`src/rtl/alu_pkg.sv`:
```
// Shared definitions for the sequential ALU: op codes, op width and FSM states.
package alu_pkg;

    localparam int OP_W = 3;

    typedef logic [OP_W-1:0] op_t;

    localparam op_t OP_ADD = 3'b000;
    localparam op_t OP_SUB = 3'b001;
    localparam op_t OP_XOR = 3'b010;
    localparam op_t OP_SHL = 3'b011;
    localparam op_t OP_MUL = 3'b100;

    typedef enum logic [1:0] {
        ST_IDLE = 2'b00,
        ST_BUSY = 2'b01,
        ST_DONE = 2'b10
    } state_t;

endpackage

```
`src/rtl/seq_alu_if.sv`:
```
// Producer/consumer handshake bundle for seq_alu; slave is the ALU side.
interface seq_alu_if
    import alu_pkg::*;
#(
    parameter int WIDTH = 8
) ();

    logic             in_valid;
    logic             in_ready;
    logic [WIDTH-1:0] a;
    logic [WIDTH-1:0] b;
    op_t              op;
    logic             out_valid;
    logic             out_ready;
    logic [WIDTH-1:0] result;
    logic             carry;
    logic             zero;
    logic             err;

    modport master (
        output in_valid, a, b, op, out_ready,
        input  in_ready, out_valid, result, carry, zero, err
    );

    modport slave (
        input  in_valid, a, b, op, out_ready,
        output in_ready, out_valid, result, carry, zero, err
    );

endinterface

```
`src/rtl/seq_alu_mul.sv`:
```
// Shift-add multiplier, one multiplier bit per cycle, LSB first.
// product/done are look-ahead so the caller can register the final sum on the last step.
module seq_alu_mul
    import alu_pkg::*;
#(
    parameter int WIDTH = 8
) (
    input  logic               clk,
    input  logic               rst_n,
    input  logic               start,
    input  logic [WIDTH-1:0]   a,
    input  logic [WIDTH-1:0]   b,
    output logic               done,
    output logic [2*WIDTH-1:0] product
);

    localparam int CW = $clog2(WIDTH + 1);

    logic [2*WIDTH-1:0] mcand_q, mcand_d;
    logic [WIDTH-1:0]   mplier_q, mplier_d;
    logic [2*WIDTH-1:0] acc_q, acc_d;
    logic [CW-1:0]      cnt_q, cnt_d;
    logic [2*WIDTH-1:0] acc_next;

    always_comb begin
        acc_next = acc_q + (mplier_q[0] ? mcand_q : '0);
        mcand_d  = mcand_q;
        mplier_d = mplier_q;
        acc_d    = acc_q;
        cnt_d    = cnt_q;
        if (start) begin
            mcand_d  = {{WIDTH{1'b0}}, a};
            mplier_d = b;
            acc_d    = '0;
            cnt_d    = CW'(WIDTH);
        end else if (cnt_q != '0) begin
            acc_d    = acc_next;
            mcand_d  = mcand_q << 1;
            mplier_d = mplier_q >> 1;
            cnt_d    = cnt_q - CW'(1);
        end
    end

    assign done    = (cnt_q == CW'(1));
    assign product = acc_next;

    always_ff @(posedge clk) begin
        if (!rst_n) begin
            mcand_q  <= '0;
            mplier_q <= '0;
            acc_q    <= '0;
            cnt_q    <= '0;
        end else begin
            mcand_q  <= mcand_d;
            mplier_q <= mplier_d;
            acc_q    <= acc_d;
            cnt_q    <= cnt_d;
        end
    end

endmodule

```
`src/rtl/seq_alu.sv`:
```
// Handshaked multi-cycle ALU: single-cycle add/sub/xor/shl, WIDTH-cycle multiply,
// registered result and flags held in DONE until the consumer takes them.
module seq_alu
    import alu_pkg::*;
#(
    parameter int WIDTH = 8
) (
    input logic       clk,
    input logic       rst_n,
    seq_alu_if.slave  bus
);

    state_t           state_q, state_d;
    logic [WIDTH-1:0] result_q, result_d;
    logic             carry_q, carry_d;
    logic             zero_q, zero_d;
    logic             err_q, err_d;

    logic               accept;
    logic               mul_start;
    logic               mul_done;
    logic [2*WIDTH-1:0] mul_prod;

    logic [WIDTH-1:0]   sc_result;
    logic               sc_carry;
    logic               sc_err;
    logic [WIDTH:0]     add_full;
    logic [WIDTH:0]     sub_full;
    logic [2*WIDTH-1:0] shl_full;

    assign bus.in_ready  = (state_q == ST_IDLE) && rst_n;
    assign bus.out_valid = (state_q == ST_DONE);
    assign bus.result    = result_q;
    assign bus.carry     = carry_q;
    assign bus.zero      = zero_q;
    assign bus.err       = err_q;

    assign accept    = bus.in_valid && bus.in_ready;
    assign mul_start = accept && (bus.op == OP_MUL);

    seq_alu_mul #(.WIDTH(WIDTH)) u_mul (
        .clk     (clk),
        .rst_n   (rst_n),
        .start   (mul_start),
        .a       (bus.a),
        .b       (bus.b),
        .done    (mul_done),
        .product (mul_prod)
    );

    always_comb begin
        add_full  = {1'b0, bus.a} + {1'b0, bus.b};
        sub_full  = {1'b0, bus.a} - {1'b0, bus.b};
        shl_full  = {{WIDTH{1'b0}}, bus.a} << bus.b;
        sc_result = '0;
        sc_carry  = 1'b0;
        sc_err    = 1'b0;
        case (bus.op)
            OP_ADD: begin
                sc_result = add_full[WIDTH-1:0];
                sc_carry  = add_full[WIDTH];
            end
            OP_SUB: begin
                sc_result = sub_full[WIDTH-1:0];
                sc_carry  = sub_full[WIDTH];
            end
            OP_XOR: sc_result = bus.a ^ bus.b;
            OP_SHL: begin
                // Oversized shifts lose every bit of a.
                if (bus.b >= WIDTH'(WIDTH)) begin
                    sc_carry = |bus.a;
                end else begin
                    sc_result = shl_full[WIDTH-1:0];
                    sc_carry  = |shl_full[2*WIDTH-1:WIDTH];
                end
            end
            OP_MUL: ;
            default: sc_err = 1'b1;
        endcase
    end

    always_comb begin
        state_d  = state_q;
        result_d = result_q;
        carry_d  = carry_q;
        zero_d   = zero_q;
        err_d    = err_q;
        case (state_q)
            ST_IDLE: begin
                if (accept) begin
                    if (bus.op == OP_MUL) begin
                        state_d = ST_BUSY;
                    end else begin
                        state_d  = ST_DONE;
                        result_d = sc_result;
                        carry_d  = sc_carry;
                        zero_d   = (sc_result == '0);
                        err_d    = sc_err;
                    end
                end
            end
            ST_BUSY: begin
                if (mul_done) begin
                    state_d  = ST_DONE;
                    result_d = mul_prod[WIDTH-1:0];
                    carry_d  = |mul_prod[2*WIDTH-1:WIDTH];
                    zero_d   = (mul_prod[WIDTH-1:0] == '0);
                    err_d    = 1'b0;
                end
            end
            ST_DONE: begin
                if (bus.out_ready) state_d = ST_IDLE;
            end
            default: state_d = ST_IDLE;
        endcase
    end

    always_ff @(posedge clk) begin
        if (!rst_n) begin
            state_q  <= ST_IDLE;
            result_q <= '0;
            carry_q  <= 1'b0;
            zero_q   <= 1'b0;
            err_q    <= 1'b0;
        end else begin
            state_q  <= state_d;
            result_q <= result_d;
            carry_q  <= carry_d;
            zero_q   <= zero_d;
            err_q    <= err_d;
        end
    end

endmodule
```
`src/flat_wrapper.sv`:
```
// flat-port wrapper written by rule: the top's interface ports become plain ports
module seq_alu_flat import alu_pkg::*;
#(
    parameter int WIDTH = 8
)
  (clk, rst_n, bus_in_valid, bus_a, bus_b, bus_op, bus_out_ready, bus_in_ready, bus_out_valid, bus_result, bus_carry, bus_zero, bus_err);
  seq_alu_if #(.WIDTH(WIDTH)) bus_i ();
  input logic clk;
  input logic rst_n;
  input wire logic [$bits(bus_i.in_valid)-1:0] bus_in_valid;
  input wire logic [$bits(bus_i.a)-1:0] bus_a;
  input wire logic [$bits(bus_i.b)-1:0] bus_b;
  input wire logic [$bits(bus_i.op)-1:0] bus_op;
  input wire logic [$bits(bus_i.out_ready)-1:0] bus_out_ready;
  output wire logic [$bits(bus_i.in_ready)-1:0] bus_in_ready;
  output wire logic [$bits(bus_i.out_valid)-1:0] bus_out_valid;
  output wire logic [$bits(bus_i.result)-1:0] bus_result;
  output wire logic [$bits(bus_i.carry)-1:0] bus_carry;
  output wire logic [$bits(bus_i.zero)-1:0] bus_zero;
  output wire logic [$bits(bus_i.err)-1:0] bus_err;
  assign bus_i.in_valid = bus_in_valid;
  assign bus_i.a = bus_a;
  assign bus_i.b = bus_b;
  assign bus_i.op = bus_op;
  assign bus_i.out_ready = bus_out_ready;
  assign bus_in_ready = bus_i.in_ready;
  assign bus_out_valid = bus_i.out_valid;
  assign bus_result = bus_i.result;
  assign bus_carry = bus_i.carry;
  assign bus_zero = bus_i.zero;
  assign bus_err = bus_i.err;
  seq_alu #(.WIDTH(WIDTH)) u_core (.clk(clk), .rst_n(rst_n), .bus(bus_i));
endmodule
```
`config.mk`:
```
export PLATFORM = sky130hd
export DESIGN_NAME = seq_alu_flat
export DESIGN_NICKNAME = d
export VERILOG_FILES = /design/src/rtl/alu_pkg.sv /design/src/rtl/seq_alu_if.sv /design/src/rtl/seq_alu_mul.sv /design/src/rtl/seq_alu.sv /design/src/flat_wrapper.sv
export SDC_FILE = /design/constraint.sdc
export NUM_CORES = 1
export LEC_CHECK = 0
export ABC_CLOCK_PERIOD_IN_PS = 3200
export CORE_MARGIN = 5
export CORE_UTILIZATION = 53
export DETAILED_ROUTE_END_ITERATION = 10
export PLACE_DENSITY = 0.79
export SLEW_MARGIN = 20
export SYNTH_ARGS = -nofsm -noshare
export SYNTH_HDL_FRONTEND = slang
export SYNTH_SLANG_ARGS = --single-unit
```
`constraint.sdc`:
```
create_clock -name clk -period 3.2 [get_ports clk]
set_clock_uncertainty 0.2 [all_clocks]
set_input_delay 0.64 -clock clk [delete_from_list [all_inputs] [get_ports clk]]
set_output_delay 0.64 -clock clk [all_outputs]
set_load 0.05 [all_outputs]
```
Word-level counts from Yosys, hierarchy flattened. Cells that the tools add are included.

$add $sub $neg: 4. $lt $le $gt $ge: 1. Eq/ne operators: 11. Shift-type cells: 1. Multiplexer cells: 33. Bitwise logic cells: 2. Reduce and logical (&&, ||, !) cells: 17.

Operators by type and width (count): $mux 8 (8); $pmux 8 s4 (1); $reduce_or 8->1 (3); $add 16x16->16 (1); $logic_not 8->1 (2); $mux 16 (1); $pmux 8 s2 (1); $shl 8x8->16 (1); $mux 1 (11); $add 8x8->9 (1); $sub 8x8->9 (1); $ge 8x4->1 const B (1); $mux 2 (4); $mux 4 (2); $xor 8x8->8 (1); $eq 3x2->1 const B (2); $pmux 1 s2 (3); $pmux 2 s3 (1); $eq 4x1->1 const B (1); $ne 2x1->1 const B (2); $ne 2x2->1 const B (2); $reduce_and 4->1 (1); $reduce_bool 2->1 (2); $reduce_bool 4->1 (1); 13 further kinds (15).

Register bits: 57. Word-level logic and storage cells: 80.

Logic depth before layout (Yosys ltp).
Depth after elaboration: 7. Gate-level depth with buffers: 13. Gate-level depth less buffers: 12.

By module. A second synthesis with hierarchy kept.

Cell total of the unflattened synthesis: 639. Area total of the unflattened synthesis: 4772.1 um^2.

By module, submodules not included: seq_alu_mul (instances 1, cells each 348, area an instance 2645.0 um^2, seq. area each 880.8 um^2); seq_alu (instances 1, cells each 291, area an instance 2127.0 um^2, seq. area each 260.2 um^2).

Least setup slack after synthesis. Ideal clock, no wire load.

Path type: input-to-reg. From: input bus_b[2]. To: register u_core.result_q[7] (netlist: u_core.bus.result[7]). Data arrival time: 2.816 ns. Data required time: 2.883 ns. Setup slack: 0.067 ns. Cell stages on the path: 11. Cell sequence: clkbuf_1 -> inv_1 -> ha_1 -> buf_2 -> o21bai_1 -> a211oi_1 -> or2_1 -> o211ai_1 -> mux2i_1 -> or4_1 -> a32o_1.

Cells in the longest elaborated chain, start to end: 6. Elaborated cells on any way between the ends: 9. Those cells by class: add/sub: 2; order compare: 1; shift: 1; mux: 5.

RTL lines: start: declaration (RTL line flat_wrapper.sv:12) `input wire logic [$bits(bus_i.b)-1:0] bus_b;`; $ge 8x4->1 or $shl 8x8->16 (tied branches) (RTL line seq_alu.sv:70, seq_alu.sv:54); $mux 8 (RTL line seq_alu.sv:70) `if (bus.b >= WIDTH'(WIDTH)) begin`; $pmux 8 s4 * (RTL line seq_alu.sv:58) `case (bus.op)`; $mux 8 * (RTL line seq_alu.sv:91) `if (bus.op == OP_MUL) begin`; $mux 8 * (RTL line seq_alu.sv:90) `if (accept) begin`; $pmux 8 s2 * (RTL line seq_alu.sv:88) `case (state_q)`; end signal: assignment (RTL line seq_alu.sv:127) `result_q <= result_d;`; end: declaration (RTL line seq_alu.sv:14) `logic [WIDTH-1:0] result_q, result_d;`.

Every way passes the cells marked *; elsewhere a longest branch is shown, timed or not. The select of a mux whose other input is x is not followed. A chain may end at the register's enable or synchronous reset.

Final worst setup path.
From: input bus_b[1]. To: register u_core.result_q[7] (netlist: u_core.bus.result[7]).

The elaborated chain is that of the path after synthesis.

==> metrics.md <==
| Metric | Value |
|---|---|
| FF-to-FF setup slack | around 0.23 ns |
| Final hold vios | 0 |
| Setup TNS | 0 ns |
| Die X | 100.8 um |
| M1 wire length | around 5500 um |
| Num CTS Buffers | 9 |
| Mean routed wirelength per cell | around 17 um |
| CP Launch Type | primary input |
| Area contributors post-synth | dfxtp_1, ha_1, nand2_1 |
| Highest metal used | met4 |
| MaxCap Viol Count | 0 |
| Via density | 6.073 |
| LEAKAGE | 2.245 nW |
| Starting Density | 0.5370 |
| Average size of a mapped cell | around 7.5 um^2 |
| Total number of vias | ~4600 |
| Max_slew headroom | 0.4961 |
| Worst endpoint required time | about 3.2 ns |
| Cells after synthesis | roughly 580 |
| Area of the multi-input gates | slightly above 3000 um^2 |
| Area grow syn2layout | 24.81% |
| Sequential share of the synthesized area | 0.2612 |
| Yosys warns | 0 |
| R2r endpoint | u_core.bus.carry |
| Hold path start | u_core.u_mul.mcand_q[15] |
| H-tree depth | 3 |
| Final Slew Violations | 0 |
| Final min period | a little over 3 ns |
| Share of cells above drive strength 1 | 0.1534 |
| Placed Cells incl. Taps | approximately 740 |
| WS Path Type | primary input to register |
| DR DRC count | 0 |
| Die height | between 100 and 150 um |
| Period utilisation layout | 0.9701 |
| GP Congestion | between 0.9 and 1 |
| Hold Crit Class | register to register |
| FF-to-FF Start | u_core.u_mul.mplier_q[0] |
| Achievable frequency | between 300 and 400 MHz |
| Ys flop type | dfxtp_1 |
| Final WL | about 13000 um |
| CTS tree | done |
| DRT Pass-1 Iters | 4 |
| PortBufs | 35 |
| Standard-cell rows | 33 |
| Synth async-reset ratio | 0 |
| Number of clock sinks | 57 |
| Initial DRC count | 359 |
| Clk slew on worst S/H paths | roughly 0.060 ns |
| R2R cell count | 11 |
| Grt total ovfl | 0 |
| Initial antenna violation count | 0 |
| Total track usage | 0.2554 |
| Io pins | 36 |
| Synthesized Nets | 639 |
| Seq cells post-synth | between 50 and 60 |
| CP Data Arrival Time | 3.14 ns |
| Die footprint | approximately 10000 um^2 |
| Diode count | 0 |
| # hold bufs at CTS | 0 |
| Max IR drop VDD | 0.3238 mV |
| Critical path fanouts, max | 3 |
| Largest net degree at the start of global routing | 35 |
| RSZ-0062 raised after global routing | true |
| Layout Nets | about 710 |
| Post-synth cell types | 71 |
| Min-Delay Endpoint | u_core.u_mul.mcand_q[15] |
| Status | finished clean |
| Wire length on met2 | around 6000 um |
| Filler Cell Count | just under 700 |
| Vias in the first global route | between 4000 and 5000 |
| Yosys top cell area share | 0.2612 |
| Root Buffer | clkbuf_8 |
| Worst-Skew Late Latency | between 0.3 and 0.4 ns |
| Netlist Area Pre-Place | ~4400 um^2 |
| Final ANT Viol Nets | 0 |
| Final setup fails | 0 |
| Core area | 8134 um^2 |
| Worst-Margin Slew | between 0.7 and 0.8 ns |
| Clock Path Buffers | 2 |
| DR WL met3 | 929 um |
| Post-Layout Cell Count | ~760 |
| Final HPWL DP | approximately 9500 um |
| Post-synth EDFFs | 0 |
| Synth area leader | dfxtp_1 |
| First-pass GRT wire length | 20950 um |
| CP endpoint kind | register |
| Reg area | about 1100 um^2 |
| Hold Path Depth | 2 |
| Pwr dens | ~460 nW/um^2 |
==> registers in the layout, summed over array words and instances, names as in the netlist <==
register and cells:
u_core.bus.carry 1, u_core.bus.zero 1, u_core.bus.result 8, u_core.bus.err 1, u_core.state_q 2, u_core.u_mul.mplier_q 8, u_core.u_mul.cnt_q 4, u_core.u_mul.mcand_q 16
u_core.u_mul.acc_q 16
==> layout by cell type, fill, tap and decap left out, types with 3 or more instances in the layout <==
master | Yosys | layout
clkbuf_8 | 0 | 12
nor2b_1 | 9 | 9
o31ai_1 | 4 | 4
and3_1 | 4 | 4
nor4_1 | 5 | 5
and2_1 | 16 | 16
o211ai_1 | 6 | 6
xnor2_1 | 14 | 14
nand2b_1 | 6 | 6
clkdlybuf4s50_1 | 0 | 31
buf_4 | 1 | 52
a21oi_1 | 56 | 54
inv_2 | 4 | 4
nand2_1 | 82 | 82
a21o_1 | 5 | 5
o21ai_0 | 8 | 8
o21ai_1 | 9 | 8
nor3_1 | 17 | 16
or3_1 | 5 | 5
nand4_1 | 4 | 4
ha_1 | 34 | 33
nand3_1 | 11 | 11
mux2i_1 | 4 | 4
a211oi_1 | 10 | 9
o21bai_1 | 5 | 5
dlymetal6s2s_1 | 0 | 3
xor2_1 | 5 | 5
a31oi_1 | 9 | 9
nor2_1 | 64 | 64
inv_1 | 24 | 24
o21a_1 | 3 | 3
o2111ai_1 | 3 | 3
mux4_2 | 3 | 3
dfxtp_1 | 57 | 56
a311oi_1 | 16 | 16
==> final cells by class <==
class,count,area share
sequential,57,0.2095
clock buffer,12,0.03030
timing repair buffer,89,0.1448
tap,105,0.02410
clock inverter,4,0.01354
multi-input combinational,462,0.5584
inverter,28,0.01928
==> routing by layer <==
layer	up-vias	track usage
met4	0	0.07979
li1	2224	-
met5	-	0
met3	22	0.05329
met1	2162	0.3440
met2	189	0.4096
==> metrics by stage <==
step	hold WS, ns	setup slack, ns	utilization	total power [mW]	cell area, um^2
2_1_floorplan	0.2321	0.06691	-	1.375	4368
3_3_place_gp	0.2396	-0.2891	0.6319	1.652	5140
3_5_place_dp	0.2495	-0.3484	0.6319	1.677	5140
4_1_cts	0.2603	0.02160	0.6613	2.493	5379
5_1_grt	0.2820	-0.01181	0.6702	2.637	5451
6_report	0.2572	0.09571	0.6702	2.501	5451
==> cell families after synthesis <==
| kind of cell | count (synthesis) | synth area share |
|---|---|---|
| xor+xnor | 19 | 0.03810 |
| mux | 10 | 0.03581 |
| simple gates | 238 | 0.2558 |
| compound gates | 158 | 0.2423 |
| buf+inv | 60 | 0.05557 |
| flops | 57 | 0.2612 |
| fa+ha+maj | 37 | 0.1111 |
==> where the power goes <==
group          switching, mW  internal [mW]
Sequential            0.0362          0.760
Clock                  0.311          0.502
Combinational          0.569          0.324
Total                  0.916           1.59
==> critical path, stage by stage <==
cell,delay [ns]
clkdlybuf4s50_1,0.52
inv_2,0.08
ha_1,0.33
nor2b_1,0.12
o21bai_1,0.09
a211oi_1,0.33
or2_1,0.15
o211ai_1,0.10
mux2i_1,0.15
or4_1,0.40
a32o_1,0.21
==> how the worst max path moves through the flow <==
| stage | endpoint | startpoint | depth (start not counted) |
|---|---|---|---|
| 5_1_grt | u_core.bus.result[7] | bus_b[1] | 11 |
| 4_1_cts | u_core.bus.zero | bus_a[0] | 10 |
| 2_1_floorplan | u_core.bus.result[7] | bus_b[2] | 11 |
| 3_3_place_gp | u_core.bus.zero | bus_a[0] | 11 |
| 6_report | u_core.bus.result[7] | bus_b[1] | 11 |
| 3_5_place_dp | u_core.bus.zero | bus_a[0] | 10 |
==> cell usage after synthesis, types with 3 or more instances <==
master / number
o31ai_1: 4
o21ai_0: 8
nand2b_1: 6
and2_1: 16
or3_1: 5
mux4_2: 3
nand4_1: 4
a31oi_1: 9
inv_1: 24
nor3_1: 17
nor2b_1: 9
ha_1: 34
o2111ai_1: 3
nor4_1: 5
a311oi_1: 16
xnor2_1: 14
or4_1: 3
and3_1: 4
o21a_1: 3
nand3_1: 11
fa_1: 3
nand2_1: 82
a211oi_1: 10
buf_2: 5
clkbuf_1: 24
xor2_1: 5
dfxtp_1: 57
mux2i_1: 4
o211ai_1: 6
o21ai_1: 9
a21oi_1: 56
inv_2: 4
nor2_1: 64
a21o_1: 5
o21bai_1: 5
==> timing repair <==
item,CTS,global route
resized for setup,0,20
setup buffers,0,0
setup endpoints to repair,0,3
hold endpoints to repair,0,0
(Power assumes the default switching activity.)
